==> src/rtl/gf180mcu_fd_sc_mcu7t5v0__subf_ser.sv <==
`default_nettype none
// ============================================================================
// Module   : gf180mcu_fd_sc_mcu7t5v0__subf_ser
// Brief    : Bit-serial unsigned subtractor, D = A - B computed LSB first
//            through a single full-subtractor slice and a borrow flop.
// Revision : 1.0 - initial release
// ============================================================================
module gf180mcu_fd_sc_mcu7t5v0__subf_ser #(
    parameter int WIDTH = 8
) (
    input  logic             CLK,
    input  logic             RST,
    input  logic             START,
    input  logic [WIDTH-1:0] A,
    input  logic [WIDTH-1:0] B,
    output logic             BUSY,
    output logic             DONE,
    output logic [WIDTH-1:0] D,
    output logic             BO,
    output logic             SO
);

    localparam int CW = $clog2(WIDTH + 1);

    typedef enum logic [1:0] {
        S_IDLE = 2'd0,
        S_RUN  = 2'd1,
        S_DONE = 2'd2
    } state_t;

    state_t           state_q;
    logic [WIDTH-1:0] sa_q;
    logic [WIDTH-1:0] sb_q;
    logic [WIDTH-1:0] rs_q;
    logic [WIDTH-1:0] rs_d;
    logic [WIDTH-1:0] d_q;
    logic [CW-1:0]    cnt_q;
    logic             borrow_q;
    logic             bo_q;
    logic             busy_q;
    logic             done_q;

    logic             bit_a;
    logic             bit_b;
    logic             diff_d;
    logic             bout_d;
    logic             last_d;

    // Full-subtractor slice operating on the current LSBs
    assign bit_a  = sa_q[0];
    assign bit_b  = sb_q[0];
    assign diff_d = bit_a ^ bit_b ^ borrow_q;
    assign bout_d = (~bit_a & bit_b) | (~(bit_a ^ bit_b) & borrow_q);
    assign last_d = (cnt_q == CW'(WIDTH - 1));

    // Difference bits enter at the MSB so bit 0 lands at position 0 after WIDTH shifts
    generate
        if (WIDTH == 1) begin : g_rs_single
            assign rs_d = diff_d;
        end else begin : g_rs_multi
            assign rs_d = {diff_d, rs_q[WIDTH-1:1]};
        end
    endgenerate

    always_ff @(posedge CLK or posedge RST) begin
        if (RST) begin
            state_q  <= S_IDLE;
            sa_q     <= '0;
            sb_q     <= '0;
            rs_q     <= '0;
            d_q      <= '0;
            cnt_q    <= '0;
            borrow_q <= 1'b0;
            bo_q     <= 1'b0;
            busy_q   <= 1'b0;
            done_q   <= 1'b0;
        end else begin
            case (state_q)
                S_IDLE, S_DONE: begin
                    done_q <= 1'b0;
                    if (START) begin
                        sa_q     <= A;
                        sb_q     <= B;
                        rs_q     <= '0;
                        borrow_q <= 1'b0;
                        cnt_q    <= '0;
                        busy_q   <= 1'b1;
                        state_q  <= S_RUN;
                    end else begin
                        busy_q   <= 1'b0;
                        state_q  <= S_IDLE;
                    end
                end
                S_RUN: begin
                    sa_q     <= sa_q >> 1;
                    sb_q     <= sb_q >> 1;
                    rs_q     <= rs_d;
                    borrow_q <= bout_d;
                    cnt_q    <= cnt_q + CW'(1);
                    if (last_d) begin
                        d_q     <= rs_d;
                        bo_q    <= bout_d;
                        busy_q  <= 1'b0;
                        done_q  <= 1'b1;
                        state_q <= S_DONE;
                    end
                end
                default: begin
                    busy_q  <= 1'b0;
                    done_q  <= 1'b0;
                    state_q <= S_IDLE;
                end
            endcase
        end
    end

    assign BUSY = busy_q;
    assign DONE = done_q;
    assign D    = d_q;
    assign BO   = bo_q;
    assign SO   = (state_q == S_RUN) ? diff_d : 1'b0;

endmodule
`default_nettype wire
==> config.mk <==
export PLATFORM = sky130hd
export DESIGN_NAME = gf180mcu_fd_sc_mcu7t5v0__subf_ser
export DESIGN_NICKNAME = d
export VERILOG_FILES = /design/src/rtl/gf180mcu_fd_sc_mcu7t5v0__subf_ser.sv
export SDC_FILE = /design/constraint.sdc
export NUM_CORES = 1
export LEC_CHECK = 0
export CAP_MARGIN = 20
export CORE_UTILIZATION = 35
export DETAILED_ROUTE_END_ITERATION = 8
export DONT_BUFFER_PORTS = 1
export PLACE_DENSITY_LB_ADDON = 0.2
export SLEW_MARGIN = 20
export SYNTH_ARGS = -nofsm -noshare
export SYNTH_HDL_FRONTEND = slang
export SYNTH_SLANG_ARGS = --single-unit
==> constraint.sdc <==
create_clock -name CLK -period 1.5 [get_ports CLK]
set_input_delay 0.3 -clock CLK [delete_from_list [all_inputs] [get_ports CLK]]
set_output_delay 0.3 -clock CLK [all_outputs]
set_load 0.01 [all_outputs]
==> Word level (Yosys, flattened, before mapping) <==
Index checks and enable logic that the tools add are counted.
{ "totals": {"reg_bits": 42, "out_inout_bits": 12, "word_cells": 47} }
{ "classes": {"add_sub_neg": 1, "n_eq_ne": 5, "n_mux": 19, "bitwise": 7, "n_reduce_logical": 5} }
{ "op_table": {"columns": ["cell", "count"], "rows": [
  ["8-bit one-hot mux with 2 select lines", 3],
  ["8-bit 2-to-1 mux", 3],
  ["4-bit one-hot mux with 2 select lines", 1],
  ["1-bit 2-to-1 mux", 7],
  ["4-bit by 1-bit adder with 4-bit output, second input constant", 1],
  ["4-bit by 3-bit == test with 1-bit output, second input constant", 1],
  ["4-bit 2-to-1 mux", 1],
  ["2-bit != test, second input constant", 2],
  ["1-bit one-hot mux with 2 select lines", 2],
  ["2-bit one-hot mux with 2 select lines", 1],
  ["2-bit AND reduction", 2],
  ["1-bit AND", 2],
  ["2-bit by 1-bit == test with 1-bit output, second input constant", 1],
  ["2-bit == test, second input constant", 1],
  ["2-bit logical NOT", 1],
  ["2-bit 2-to-1 mux", 1],
  ["1-bit NOT", 2],
  ["2-bit nonzero test", 1],
  ["2-bit OR reduction", 1],
  ["1-bit bitwise XOR", 2],
  ["1-bit OR", 1]
]} }

==> Longest topological paths before layout <==
Gate-level depths: netlist (run 1).
{ "depth": {"ltp_word": 5, "depth_mapped": 5} }

==> Worst setup path before layout (run 1) <==
OpenSTA, ideal clock, no wires.
{ "synth_path": {"path_type": "register -> register", "startpoint": "reg cnt_q[0]", "endpoint": "reg d_q[0], in the netlist D[0]", "setup_time_ns": 0.125, "t_arrival_ns": 1.278, "required_ns": 1.375, "slack_ns": 0.097, "path_stages_with_launch": 5, "n_path_buf": 0, "path_cell_list": "dfrtp_1 > ha_1 > nand3b_1 > nor2_4 > mux2_2"} }
{ "synth_between": {"elab_chain_cells": 2} }
{ "synth_lines": {"columns": ["item", "line", "rtl"], "rows": [
  ["start: declaration", "37", "logic [CW-1:0] cnt_q;"],
  ["start signal: assignment", "99", "cnt_q <= cnt_q + CW'(1);"],
  ["4-bit by 3-bit == test with 1-bit output", "54", "assign last_d = (cnt_q == CW'(WIDTH - 1));"],
  ["2-bit AND reduction (no line)", null, null],
  ["end signal: assignment", "101", "d_q <= rs_d;"],
  ["end: declaration", "36", "logic [WIDTH-1:0] d_q;"]
]} }
Every way passes these cells.
A chain may end at the register's enable or synchronous reset.

==> Worst setup path after layout (run 1) <==
{ "layout_path": {"startpoint": "reg sb_q[0]", "endpoint": "out SO"} }
{ "layout_between": {"elab_chain_cells": 3} }
{ "layout_lines": {"columns": ["item", "line", "rtl"], "rows": [
  ["start: declaration", "33", "logic [WIDTH-1:0] sb_q;"],
  ["start signal: assignment", "96", "sb_q <= sb_q >> 1;"],
  ["1-bit bitwise XOR (2 in series)", "52", "assign diff_d = bit_a ^ bit_b ^ borrow_q;"],
  ["via diff_d", "45", "logic diff_d;"],
  ["1-bit 2-to-1 mux", "121", "assign SO = (state_q == S_RUN) ? diff_d : 1'b0;"],
  ["end: declaration", "20", "output logic SO"]
]} }
The timed path passes the listed nets, and every way through them passes these cells.

==> flow_summary.ini, run 1 <==
[timing]
hold_viol_final = 0
finalSetupViolCount = 6
rsz0062_at_grt = yes
fmax_mhz = 579
period_minus_slack_ns = 1.73
clock_skew_ns = 0.00618
slew_headroom = 0.661
layout_setup_ws_ns = -0.227
tns_ns = -0.309
tightest_slew_ns = 0.508
fin_crit_sh = 1.15
slew_violations = 0

[pwr]
power_leakage_nw = 0.962
powerDensity_nw_per_um2 = 2350
vdd_drop_max_mv = 0.822

[die]
die_height_um = 70.4
floorplan.initialDensity = 0.371
dieArea_um2 = 4960
die_width_um = 70.4
rows = 24
core_um2 = 4410
io_pins = 31

[critical_path]
critPathBufInv = 1
arrival_ns = 1.43
worstPathCellList = inv_2 > fa_1 > and2_4
critPathMaxStageDelay_ns = 0.57
required_ns = 1.20
start_kind = flop
critPathCaptureType = output pin
setup.worst_path.class = reg -> out
crit_slowest_cell = fa_1
crit_path_max_fanout = 2
crit_family = adder cells

[placement]
port_buffers = 0
place_hpwl_mm = 1.98
dpl_worst_slack_ns = 0.0146
place_area_um2 = 1760
place_congestion = 0.691

[logic_synthesis]
ys_async_sr_fraction = 1.00
netlist_area_um2 = 1640
synth_seq_area_share = 0.611
syn_nets = 139
syn_area_per_cell_um2 = 13.9
postSynthCellCount = 118
synth-seq-cells = 40
ys_warn_count = 0
synth_edf_count = 0
synthFlopType = dfrtp_1
ys_types = 27

[global_route]
grt_use_total = 0.133
antenna_found_initial = 0
grt_pass1_wl_mm = 5.18
first_global_vias = 1005
grt_max_degree = 41
overflow = 0

[outcome]
violations = negative setup slack
status = finished, violations left

[detailed_routing]
post-route-drc-count = 0
vias = 1022
first_pass_iters = 4
drtIter0Drc = 33
vias_per_cell = 5.55
ant_nets = 0
wire_per_inst_um = 17.1
finalWirelength_mm = 3.15

[cells_and_area]
final_common_cell = dfrtp_1
fillers = 416
nets = 152
drive_gt1_frac = 0.273
antenna_cells = 0
syn_to_final_growth_pct = 17.5
fin_area_um2 = 1920
finish.utilization = 0.436
final_cell_mix = dfrtp_1 (40), a22o_1 (23), a21o_1 (15), buf_4 (9)

[job]
maxCapViolCount = 0

[clock_tree]
insertion_delay_ns = 0.29
path_clk_slew_ns = 0.08
cts_buffers = 5
hold_buffers = 0
cts_tree = done
clk_path_buf_depth = 2
h-tree-depth = 2
clock-sinks = 40
cts_root_buffer = clkbuf_8

[hold_path]
hold_path_class = in -> async
-- worst paths after layout --
kind                               start       to  slack [ns]  cells after the start
worst min-delay path                 RST  rs_q[2]        0.01                      2
max in group asynchronous            RST     D[0]        1.13                      2
worst min register to register   sa_q[1]  sa_q[1]        0.48                      1
worst max register to register  cnt_q[1]     D[1]       -0.02                      4
worst max-delay path             sb_q[0]       SO       -0.23                      3
min in group CLK                    B[7]  sb_q[7]        0.15                      1
-- metrics by stage --
stage / cells / power [mW] / hold slack (ns)
finish: 184 / 4.52 / 0.0132
CTS: 181 / 4.42 / 0.0352
global route: 184 / 4.81 / 0.0633
floorplan: 118 / 3.06 / 0.437
detailed placement: 171 / 3.55 / 0.352
global placement: 171 / 3.49 / 0.345
-- power by group --
| part | switching (mW) | internal (mW) |
|---|---|---|
| sequential | 0.368 | 1.55 |
| combinational | 0.801 | 1.04 |
| clock | 0.383 | 0.372 |
| total | 1.55 | 2.96 |
-- cells in the mapped netlist, drive strengths merged, types with 2 or more instances --
| cell | n | share of area |
|---|---|---|
| a21o | 15 | 0.069 |
| a22o | 23 | 0.12 |
| buf | 6 | 0.024 |
| dfrtp | 40 | 0.61 |
| inv | 3 | 0.0069 |
| mux2 | 8 | 0.055 |
| mux2i | 2 | 0.012 |
| nand2b | 2 | 0.0076 |
| nor2 | 3 | 0.011 |
| nor2b | 3 | 0.013 |
-- registers in the layout, indices dropped and copies added (netlist names) --
signal / cells
BO: 1
BUSY: 1
D: 8
borrow_q: 1
cnt_q: 4
rs_q: 7
sa_q: 8
sb_q: 8
state_q: 2
-- what timing repair did --
item,CTS,global route
setup endpoints to repair,1,9
gates resized for setup,2,9
gates cloned,0,1
pin swaps,1,4
buffers inserted,2,3
hold endpoints to repair,0,0
-- routing by layer --
| metal | track usage | routed length [um] | part of all wire |
|---|---|---|---|
| met1 | 0.178 | 1450 | 0.46 |
| met5 | 0 | 0 | 0 |
| met3 | 0.0433 | 175 | 0.056 |
| met2 | 0.202 | 1480 | 0.47 |
| met4 | 0.0467 | 48 | 0.015 |
-- kinds of logic after synthesis --
| kind of cell | after synthesis | synth area share |
|---|---|---|
| XOR/XNOR | 1 | 0.00535 |
| adder cells (fa/ha/maj) | 2 | 0.0199 |
| buffers and inverters | 10 | 0.0328 |
| AND/OR/NAND/NOR | 12 | 0.0474 |
| multiplexers | 10 | 0.0672 |
| AO/OA/AOI/OAI | 43 | 0.216 |
| flip-flops | 40 | 0.611 |
-- final cells by class --
cell class,instances,area (um2),share of cell area
clock inverter,2,15.0,0.00780
clock buffer,6,82.6,0.0429
timing repair buffer,12,128,0.0663
inverter,3,11.3,0.00585
multi-input combinational,69,622,0.323
sequential,40,1000,0.520
tap,52,65.1,0.0338
Note: power is estimated with default switching activity, not from simulation.
==> inputs of run 2 (changes only) <==
- ABC_AREA: not set -> 0
- CORE_UTILIZATION: 35 -> 30
- HOLD_SLACK_MARGIN: not set -> 0.1
==> run 2 against run 1 <==
  * The flow still finishes with violations (negative setup slack)
  * First-iteration DRC count increased by 67%
  * Fmax rose by 1.3%
  * Worst hold slack improved by 0.14 ns
  * Design area is 0.78% higher
  * Clock power shrank 4.9%
  * Count of clock-buffer cells in the layout unchanged
  * Wire length rose by 3.3%
  * Cell count up 11%
  * Non-clock buffer count increased by 2
  * Flip-flop and latch count stayed put
  * Core utilization is 6.1 points lower
  * Largest power group unchanged
==> flow_summary.ini, run 2 (synthesized netlist as in run 1, its figures left out) <==
[timing]
tns_ns = -0.235
fmax_mhz = 586
layout_setup_ws_ns = -0.206
hold_slack_ns = 0.157
hold_viol_final = 0
clock_skew_ns = 0.0116
period_minus_slack_ns = 1.71
tightest_slew_ns = 0.508
rsz0062_at_grt = yes
fin_crit_sh = 1.14
finalSetupViolCount = 2
slew_violations = 0
slew_headroom = 0.662

[clock_tree]
cts_tree = done
cts_root_buffer = clkbuf_8
clk_path_buf_depth = 2
clock-sinks = 40
h-tree-depth = 2
path_clk_slew_ns = 0.07
cts_buffers = 5
insertion_delay_ns = 0.29

[cells_and_area]
nets = 154
finalNonFillerCells = 204
drive_gt1_frac = 0.269
fillers = 481
finish.utilization = 0.375
final_cell_mix = dfrtp_1 (40), a22o_1 (23), a21o_1 (15), buf_4 (11), clkbuf_8 (6)
fin_area_um2 = 1940
antenna_cells = 0
syn_to_final_growth_pct = 18.4
final_common_cell = dfrtp_1

[pwr]
power_leakage_nw = 0.972
clkPwrFrac = 0.164
p_seq_frac = 0.436
p_int_mw = 2.89
comb_power_share = 0.399
swShare = 0.340
finalPower_mw = 4.37
vdd_drop_max_mv = 0.628
powerDensity_nw_per_um2 = 2260
switchingPower_mw = 1.49

[global_route]
grt_pass1_wl_mm = 5.11
grt_max_degree = 41
antenna_found_initial = 0
grt_use_total = 0.121
first_global_vias = 1065
overflow = 0

[detailed_routing]
post-route-drc-count = 0
drtIter0Drc = 55
ant_nets = 0
finalWirelength_mm = 3.26
vias_per_cell = 4.96
first_pass_iters = 2
wire_per_inst_um = 16.0
vias = 1012

[die]
rows = 26
die_width_um = 75.9
die_height_um = 75.9
io_pins = 31
dieArea_um2 = 5760
floorplan.initialDensity = 0.317
core_um2 = 5170

[placement]
place_hpwl_mm = 2.10
place_area_um2 = 1790
port_buffers = 0
place_congestion = 0.672
dpl_worst_slack_ns = 0.0495
dp.cells = 192

[critical_path]
start_kind = flop
crit_path_max_fanout = 2
arrival_ns = 1.41
critPathCaptureType = output pin
required_ns = 1.20
setup.worst_path.class = reg -> out

[hold_path]
hold_path_class = in -> reg

[outcome]
status = finished, violations left
violations = negative setup slack

[job]
maxCapViolCount = 0
==> run 2: what timing repair did <==
item                                   CTS  global route
hold buffers                             1             0
resized for setup                        2             6
endpoints found under the hold margin   40             0
buffers inserted                         2             0
pin swaps                                1             1
setup endpoints to repair                1             9
cloned                                   0             1
==> run 2: worst paths after layout <==
check                      depth (start not counted)  endpoint  slack [ns]     start
max                                                2        SO       -0.21   sa_q[0]
min                                                1   sa_q[7]        0.16      A[7]
max reg2reg                                        4      D[7]       -0.03  cnt_q[1]
min reg2reg                                        1   sb_q[3]        0.48   sb_q[3]
max in group asynchronous                          3   sb_q[7]        0.56       RST
min in group asynchronous                          3      D[3]        0.58       RST
==> run 2: power groups by stage <==
stage | Clock (mW) | Combinational (mW) | Sequential (mW)
floorplan | 0 | 1.23 | 1.83
global placement | 0 | 1.57 | 1.90
detailed placement | 0 | 1.63 | 1.92
CTS | 0.750 | 1.71 | 1.90
global route | 0.796 | 1.92 | 1.97
finish | 0.719 | 1.75 | 1.91
==> run 2: worst max-delay path: stages, from the launching register on <==
cell	delay, ns
dfrtp_1	0.40
fa_1	0.56
and2_4	0.16
==> run 2: area by class of cell <==
cell class              instances  area, um2  share of cell area
repair buffers                 14        133              0.0684
clock inverters                 2       10.0             0.00516
inverters                       3       11.3             0.00581
clock buffers                   6       82.6              0.0426
flip-flops and latches         40       1000               0.516
well taps                      70       87.6              0.0452
multi-input cells              69        614               0.317
==> run 2: per-layer routing <==
layer	GRT usage	routed length, um
met5	0	0
met4	0.0494	36
met2	0.189	1560
met3	0.0304	105
met1	0.161	1550
